`config.mk`:
```
export PLATFORM = sky130hd
export DESIGN_NAME = fetch_sequencer
export DESIGN_NICKNAME = d
export VERILOG_FILES = /design/src/rtl/fetch_sequencer.sv
export SDC_FILE = /design/constraint.sdc
export NUM_CORES = 1
export LEC_CHECK = 0
export CAP_MARGIN = 25
export CORE_ASPECT_RATIO = 0.5
export CORE_UTILIZATION = 55
export DETAILED_ROUTE_END_ITERATION = 12
export HOLD_SLACK_MARGIN = 0.12
export PLACE_DENSITY = 0.8
export SYNTH_ARGS = -nofsm -noshare
export SYNTH_HDL_FRONTEND = slang
export SYNTH_SLANG_ARGS = --single-unit
```
`constraint.sdc`:
```
create_clock -name clk -period 3.4 [get_ports clk]
set_input_delay 0.68 -clock clk [delete_from_list [all_inputs] [get_ports clk]]
set_output_delay 0.68 -clock clk [all_outputs]
set_load 0.005 [all_outputs]
```
`src/rtl/fetch_sequencer.sv`:
```
// Fetch sequencer: PC source select, stall/kill control
// and a circular return-address stack.
module fetch_sequencer #(
   parameter int RAS_DEPTH = 4,
   parameter int LU_STALL  = 1
) (
   input  logic        clk,
   input  logic        rst,
   input  logic        jump_req,
   input  logic        call_req,
   input  logic        branch_taken,
   input  logic        ret_req,
   input  logic        load_use,
   input  logic        mem_busy,
   input  logic [15:0] npc,
   output logic [1:0]  PCsrc,
   output logic        stall,
   output logic        kill,
   output logic [15:0] ReturnAddress,
   output logic        ras_empty,
   output logic [1:0]  ras_err
);

   localparam int PW = $clog2(RAS_DEPTH);
   localparam int CW = PW + 1;
   localparam logic [1:0] RUN   = 2'd0;
   localparam logic [1:0] STALL = 2'd1;
   localparam logic [1:0] FLUSH = 2'd2;

   logic [1:0]    state, state_n;
   logic [2:0]    cnt, cnt_n;
   logic          lu_mask, lu_mask_n;
   logic [1:0]    pc_c;
   logic          stall_c, kill_c;
   logic          push, pop;
   logic [15:0]   ras [RAS_DEPTH];
   logic [PW-1:0] ptr, ptr_inc, ptr_dec;
   logic [CW-1:0] count;
   logic [15:0]   ras_top;

   assign ptr_inc = ptr + PW'(1);
   assign ptr_dec = ptr - PW'(1);
   assign ras_top = (count == '0) ? 16'h0000 : ras[ptr];

   always_comb begin
      state_n   = state;
      cnt_n     = cnt;
      lu_mask_n = 1'b0;
      pc_c      = 2'd0;
      stall_c   = 1'b0;
      kill_c    = 1'b0;
      push      = 1'b0;
      pop       = 1'b0;
      if (mem_busy) begin
         stall_c   = 1'b1;
         kill_c    = (state == FLUSH);
         lu_mask_n = lu_mask;
      end else begin
         case (state)
            RUN: begin
               if (load_use && !lu_mask) begin
                  stall_c = 1'b1;
                  cnt_n   = 3'(LU_STALL - 1);
                  if (LU_STALL == 1) lu_mask_n = 1'b1;
                  else state_n = STALL;
               end else if (ret_req) begin
                  pc_c    = 2'd3;
                  kill_c  = 1'b1;
                  pop     = 1'b1;
                  state_n = FLUSH;
               end else if (branch_taken) begin
                  pc_c    = 2'd2;
                  kill_c  = 1'b1;
                  state_n = FLUSH;
               end else if (call_req || jump_req) begin
                  pc_c    = 2'd1;
                  kill_c  = 1'b1;
                  push    = call_req;
                  state_n = FLUSH;
               end
            end
            STALL: begin
               stall_c = 1'b1;
               cnt_n   = cnt - 3'd1;
               // same load is still in ID on exit; do not re-stall on it
               if (cnt_n == 3'd0) begin
                  state_n   = RUN;
                  lu_mask_n = 1'b1;
               end
            end
            FLUSH: begin
               kill_c  = 1'b1;
               state_n = RUN;
            end
            default: state_n = RUN;
         endcase
      end
   end

   always_ff @(posedge clk) begin
      if (rst) begin
         state   <= RUN;
         cnt     <= 3'd0;
         lu_mask <= 1'b0;
         ptr     <= '0;
         count   <= '0;
         ras_err <= 2'b00;
         for (int i = 0; i < RAS_DEPTH; i++) ras[i] <= 16'h0000;
      end else begin
         state   <= state_n;
         cnt     <= cnt_n;
         lu_mask <= lu_mask_n;
         if (push) begin
            ptr          <= ptr_inc;
            ras[ptr_inc] <= npc;
            if (count == CW'(RAS_DEPTH)) ras_err[1] <= 1'b1;
            else count <= count + CW'(1);
         end else if (pop) begin
            if (count == '0) begin
               ras_err[0] <= 1'b1;
            end else begin
               ptr   <= ptr_dec;
               count <= count - CW'(1);
            end
         end
      end
   end

   assign PCsrc         = rst ? 2'd0 : pc_c;
   assign stall         = rst ? 1'b0 : stall_c;
   assign kill          = rst ? 1'b0 : kill_c;
   assign ReturnAddress = rst ? 16'h0000 : ras_top;
   assign ras_empty     = rst | (count == '0);

endmodule

```
==> metrics.csv, run 1 <==
metric;value;unit
Net Count, Synth;280;
Post-CTS Setup Bufs;0;
global route overflow;0;
Detailed Route Iter0 Violations;102;
final weighted congestion in routability-driven placement;0.858;
via count;2173;
CTS tree;done;
combinational share of power;0.077;
status;completed;
Clock transition at path regs;0.05;ns
#FFs+latches synth;75;
share of power burned in registers;0.474;
Critical Path AT;2.32;ns
area grow syn2layout;25.2;%
io pins;47;
CP startpoint;rst;
M1 GR Usage;0.275;
count of different cell masters after synthesis;41;
IO Port Bufs;46;
crit path launch type;input pin;
worst skew pair latency;0.33;ns
Initial Utilization;0.578;
H-tree depth;3;
vias in the first global route;2219;
R2R depth;7;
Final ANT Viol Nets;0;
Setup crit end;ReturnAddress[5];
final hold vios;0;
Synth area leaders;edfxtp_1 54%, mux4_2 10%, and2_1 8.8%;
Max Slew Vio Count;0;
Synth top cells by count;64 x edfxtp_1, 50 x and2_1, 20 x nor2b_1;
maxcap violations;0;
Critical Path RT;2.72;ns
ANT cells;0;
Lkg Pwr;1.59;nW
PD cells;497;nW/um^2
die height;58.8;um
EDFF count, synth;64;
Resize count post-CTS;0;
WS Path Type;input pin to primary output;
total track usage;0.229;
Post-synth top flop;edfxtp_1;
leading area contributor after synthesis;edfxtp_1;
drt total wl;6960;um
post-DR vias/cell;5.39;
Internal Pwr Total;0.00176;W
drt wl/cell;17.3;um
1st-pass router iterations;5;
row cnt;20;
R2R Path Start;state[1];
Min Clock Period, post-route;3.00;ns
setup TNS;0;ns
CTS sink cnt;75;
unrepaired setup endpoints after global routing;false;
Die ar.;6790;sq um
largest net degree at the start of global routing;21;
post-synth top area share;0.542;
TritonCTS buffer count;9;
hold buffer count at cts;0;
clock power share;0.449;
Syn Inst Count;255;
maximum vdd drop;0.000354;V
GRT met2 Usage;0.397;
Net Sw Frac;0.202;
drt drc;0;
Max-slew headroom;0.640;
Async S/R FF share, synth;0;
share of layout cells above drive strength 1;0.210;
post-DP HPWL;4370;um
Ys Warns;0;
Tcrit/Tclk final;0.883;
Placeable Area;6130;sq um
Slew @ Worst Pin;0.540;ns
# setup viols final;0;
final clock skew;0.00438;ns
flop-to-flop setup slack;1.05;ns
r2r endpoint;count[2];
sw power;0.000446;W
min-delay worst type;register to register;
design area;4440;sq um
number of nets in the layout;335;
placed inst area;4130;sq um
first-pass GRT wire length;10900;um
Worst Path Max Fanout;17;
GR Util met3;0.0639;
count leader, synth;edfxtp_1;
utilization after layout;0.724;
Netlist Area Pre-Place;3540;sq um
sequential area share after synthesis;0.605;
Critical Path Sink Type;primary output;
Horiz. Die Dim;116;um
initial antenna violation count;0;
global routing's busiest layer;met2;
clk root buf;clkbuf_16;
Clock Tree Buf Depth;2;
f_max;333;MHz
Post-Syn Area per Cell;13.9;sq um
-- sequential cells by signal, indices dropped and copies added, names as in the netlist, named ones only --
| register | flops |
|---|---|
| ras | 64 |
| ras_err | 2 |
| state | 1 |
| count | 3 |
| ptr | 2 |
| lu_mask | 1 |
-- area by class of cell --
type | count | area (sq um)
fillers | 409 | 1690
inverters | 3 | 11.3
flip-flops and latches | 75 | 2140
repair buffers | 58 | 551
well taps | 88 | 110
clock inverters | 5 | 77.6
clock buffers | 11 | 233
multi-input cells | 163 | 1310
-- critical path: stages --
cell	delay, ns
clkdlybuf4s50_1	0.42
or2_2	0.49
nor2b_1	0.21
clkdlybuf4s50_1	0.52
-- logic make-up after synthesis --
kind of cell    synth area share
fa+ha+maj                0.00565
simple gates               0.229
flops                      0.605
buf+inv                   0.0247
xor+xnor                 0.00247
mux                        0.108
compound gates            0.0258
-- through the flow --
stage	worst slack (ns)	hold slack, ns	std cells	power, W
floorplan	0.578	0.460	255	0.00115
global placement	0.149	0.464	387	0.00123
detailed placement	0.0702	0.471	387	0.00123
CTS	0.376	0.486	403	0.00222
global route	0.274	0.511	403	0.00227
finish	0.397	0.480	403	0.00221
-- metal layers --
| metal | part of all wire | vias to the layer above |
|---|---|---|
| met5 | 0 | - |
| met4 | 0.013 | 0 |
| met3 | 0.048 | 10 |
| met2 | 0.52 | 61 |
| met1 | 0.42 | 1074 |
| li1 | - | 1028 |
-- power groups by stage --
stage          clock network, W  registers, W  logic [W]
6_report               0.000991       0.00105   0.000170
5_1_grt                 0.00104       0.00105   0.000184
3_5_place_dp                  0       0.00106   0.000171
2_1_floorplan                 0       0.00106  0.0000943
3_3_place_gp                  0       0.00106   0.000167
4_1_cts                 0.00100       0.00105   0.000172
-- how the worst min path moves through the flow --
| stage | startpoint | end | slack, ns | depth (start not counted) |
|---|---|---|---|---|
| floorplan | ras_err[1] | ras_err[1] | 0.46 | 2 |
| global placement | ras_err[1] | ras_err[1] | 0.46 | 2 |
| detailed placement | ras_err[1] | ras_err[1] | 0.47 | 2 |
| CTS | ras_err[1] | ras_err[1] | 0.49 | 2 |
| global route | ras_err[1] | ras_err[1] | 0.51 | 2 |
| finish | ras_err[1] | ras_err[1] | 0.48 | 2 |
-- placed cells by master (no fill, tap or decap), types with 2 or more instances in the layout --
| master | instances |
|---|---|
| a31oi_1 | 2 |
| nor3_1 | 7 |
| nor2_1 | 18 |
| inv_1 | 3 |
| a21oi_1 | 4 |
| nor2b_1 | 20 |
| and2_2 | 11 |
| and2_1 | 50 |
| nand2_1 | 5 |
| clkbuf_1 | 2 |
| edfxtp_1 | 64 |
| bufinv_16 | 2 |
| buf_4 | 12 |
| clkbuf_16 | 9 |
| or2_2 | 5 |
| nor3b_1 | 2 |
| nor3b_4 | 2 |
| dfxtp_1 | 11 |
| mux4_2 | 16 |
| clkdlybuf4s50_1 | 46 |
Note: power is estimated with default switching activity, not from simulation.
==> run 2: changes to the inputs <==
--- a/config.mk
+++ b/config.mk
@@ -5,10 +5,12 @@
 export SDC_FILE = /design/constraint.sdc
 export NUM_CORES = 1
 export LEC_CHECK = 0
+export ABC_AREA = 1
 export CAP_MARGIN = 25
 export CORE_ASPECT_RATIO = 0.5
 export CORE_UTILIZATION = 55
 export DETAILED_ROUTE_END_ITERATION = 12
+export GPL_TIMING_DRIVEN = 0
 export HOLD_SLACK_MARGIN = 0.12
 export PLACE_DENSITY = 0.8
 export SYNTH_ARGS = -nofsm -noshare
==> metrics.csv, run 2 <==
metric;value;unit
Critical Path Sink Type;primary output;
status;completed;
Post-Synth XOR/XNOR Area;0.00250;
largest net degree at the start of global routing;17;
H-tree depth;3;
largest family of logic cells by synthesized area;simple AND/OR/NAND/NOR gates;
Async S/R FF share, synth;0;
Netlist Area Pre-Place;3510;sq um
Min Clock Period, post-route;3.16;ns
Worst Path Max Fanout;10;
clk root buf;clkbuf_16;
total track usage;0.269;
most frequent cells in the layout;131 x nor2_1, 64 x edfxtp_1, 45 x clkdlybuf4s50_1;
Detailed Route Iter0 Violations;318;
GR Util met3;0.0649;
drt total wl;8430;um
Resize count post-CTS;0;
maximum vdd drop;0.000332;V
vias in the first global route;2716;
unrepaired setup endpoints after global routing;false;
final hold vios;0;
R2R Path Start;state[1];
maxcap violations;0;
share of layout cells above drive strength 1;0.102;
Final ANT Viol Nets;0;
Worst Hold Launch;ras_err[1];
global routing's busiest layer;met2;
Ys Warns;0;
flop-to-flop setup slack;1.14;ns
Initial Utilization;0.575;
ANT cells;0;
Critical Path RT;2.72;ns
Synth Area in Adders;0.00571;
CTS tree;done;
TritonCTS buffer count;9;
Critical Path AT;2.48;ns
Clock transition at path regs;0.05;ns
number of nets in the layout;451;
area of the multi-input gates;1150;sq um
Post-CTS Setup Bufs;0;
Post-Syn Area per Cell;9.48;sq um
Biggest register;ras;
final clock skew;0.00910;ns
slowest CP cell;clkdlybuf4s50_1;
Tcrit/Tclk final;0.929;
hold buffer count at cts;0;
Post-synth top flop;edfxtp_1;
initial antenna violation count;0;
fillers;464;
GRT met2 Usage;0.493;
register area;2140;sq um
post-DP HPWL;5470;um
M1 GR Usage;0.307;
final weighted congestion in routability-driven placement;0.814;
count leader, synth;nor2_1;
Syn Inst Count;370;
Final Total Pwr;0.00216;W
sequential area share after synthesis;0.611;
global route overflow;0;
IO Port Bufs;45;
commonest non-fill, non-tap cell in the layout;nor2_1;
# setup viols final;0;
PD cells;495;nW/um^2
Max-slew headroom;0.370;
row cnt;20;
via count;2820;
r2r endpoint;ras[1][0];
Synth Area in Compound Gates;0.0938;
hold_ws;0.461;ns
f_max;317;MHz
critical path's top delay family;buffers and inverters;
1st-pass router iterations;5;
Horiz. Die Dim;115;um
post-synthesis simple-gate area fraction;0.223;
Lkg Pwr;1.69;nW
Net Count, Synth;395;
drt wl/cell;16.2;um
crit path launch type;input pin;
Die ar.;6720;sq um
worst skew pair latency;0.33;ns
WHS Endpoint;ras_err[1];
max reg flops;64;
R2R depth;8;
die height;58.5;um
WS Path Type;input pin to primary output;
count of different cell masters after synthesis;32;
CTS sink cnt;75;
drt drc;0;
leading area contributor after synthesis;edfxtp_1;
Hold Path Stages;2;
post-synth top area share;0.548;
CP Cell Sequence;buf_4, clkinv_1, nand2_1, buf_2, clkdlybuf4s50_1;
first-pass GRT wire length;12900;um
Top Registers;ras x64, count x3;
post-DR vias/cell;5.43;
crit-path max cell delay;0.55;ns
Max Slew Vio Count;0;
Synth top cells by count;131 x nor2_1, 64 x edfxtp_1, 33 x o21ai_0;
CP bufs+invs;4;
min-delay worst type;register to register;
Synth area leaders;edfxtp_1 55%, nor2_1 14%, dfxtp_1 6.3%;
Placeable Area;6110;sq um
utilization after layout;0.716;
area grow syn2layout;24.5;%
mux contribution to synthesized area;0;
#FFs+latches synth;75;
EDFF count, synth;64;
Slew @ Worst Pin;0.945;ns
Clock Tree Buf Depth;2;
io pins;47;
run 2: power by group:
group | switching [W] | internal [W] | total [W]
sequential | 0.0000124 | 0.00103 | 0.00104
combinational | 0.000122 | 0.0000763 | 0.000198
clock | 0.000355 | 0.000564 | 0.000920
total | 0.000489 | 0.00167 | 0.00216
run 2: cell families after synthesis:
| kind of cell | count (synthesis) |
|---|---|
| flops | 75 |
| compound gates | 63 |
| xor+xnor | 1 |
| buf+inv | 53 |
| fa+ha+maj | 1 |
| simple gates | 177 |
run 2: area by class of cell:
cell class / instances / area share
Sequential cell: 75 / 0.490
Inverter: 36 / 0.0309
Clock buffer: 11 / 0.0533
Clock inverter: 5 / 0.0123
Multi-Input combinational cell: 242 / 0.264
Timing Repair Buffer: 45 / 0.103
Buffer: 17 / 0.0212
Tap cell: 88 / 0.0252
run 2: layer usage:
metal  vias to the layer above  wire length (um)
met5                         -                 0
met2                       155              4400
li1                       1331                 -
met4                         0               106
met1                      1320              3290
met3                        14               633
run 2: worst max-delay path by stage:
stage / start / to / slack (ns) / depth (start not counted)
3_5_place_dp: rst / ras_empty / 0.29 / 5
6_report: rst / ras_empty / 0.24 / 5
3_3_place_gp: mem_busy / ras[3][9] / -0.63 / 6
5_1_grt: rst / ras_empty / 0.16 / 5
4_1_cts: rst / ras_empty / 0.28 / 5
2_1_floorplan: mem_busy / ras[3][0] / 0.65 / 5
run 2: through the flow:
stage	setup WS (ns)	TNS, ns	cell area (sq um)	std cells
finish	0.242	0	4370	519
detailed placement	0.287	0	4080	503
global route	0.161	0	4370	519
global placement	-0.631	-10.08	4070	503
floorplan	0.654	0	3510	370
CTS	0.280	0	4370	519
run 2: worst min-delay path, cell delays in order, from the launching register on:
cell,delay (ns)
dfxtp_1,0.31
inv_1,0.05
a21oi_1,0.05
==> run 3: changes to the inputs <==
--- a/config.mk
+++ b/config.mk
@@ -6,7 +6,6 @@
 export NUM_CORES = 1
 export LEC_CHECK = 0
 export ABC_AREA = 1
-export CAP_MARGIN = 25
 export CORE_ASPECT_RATIO = 0.5
 export CORE_UTILIZATION = 55
 export DETAILED_ROUTE_END_ITERATION = 12
==> results of run 3 <==
The final DEF is identical to that of run 2; final timing and power are the same.
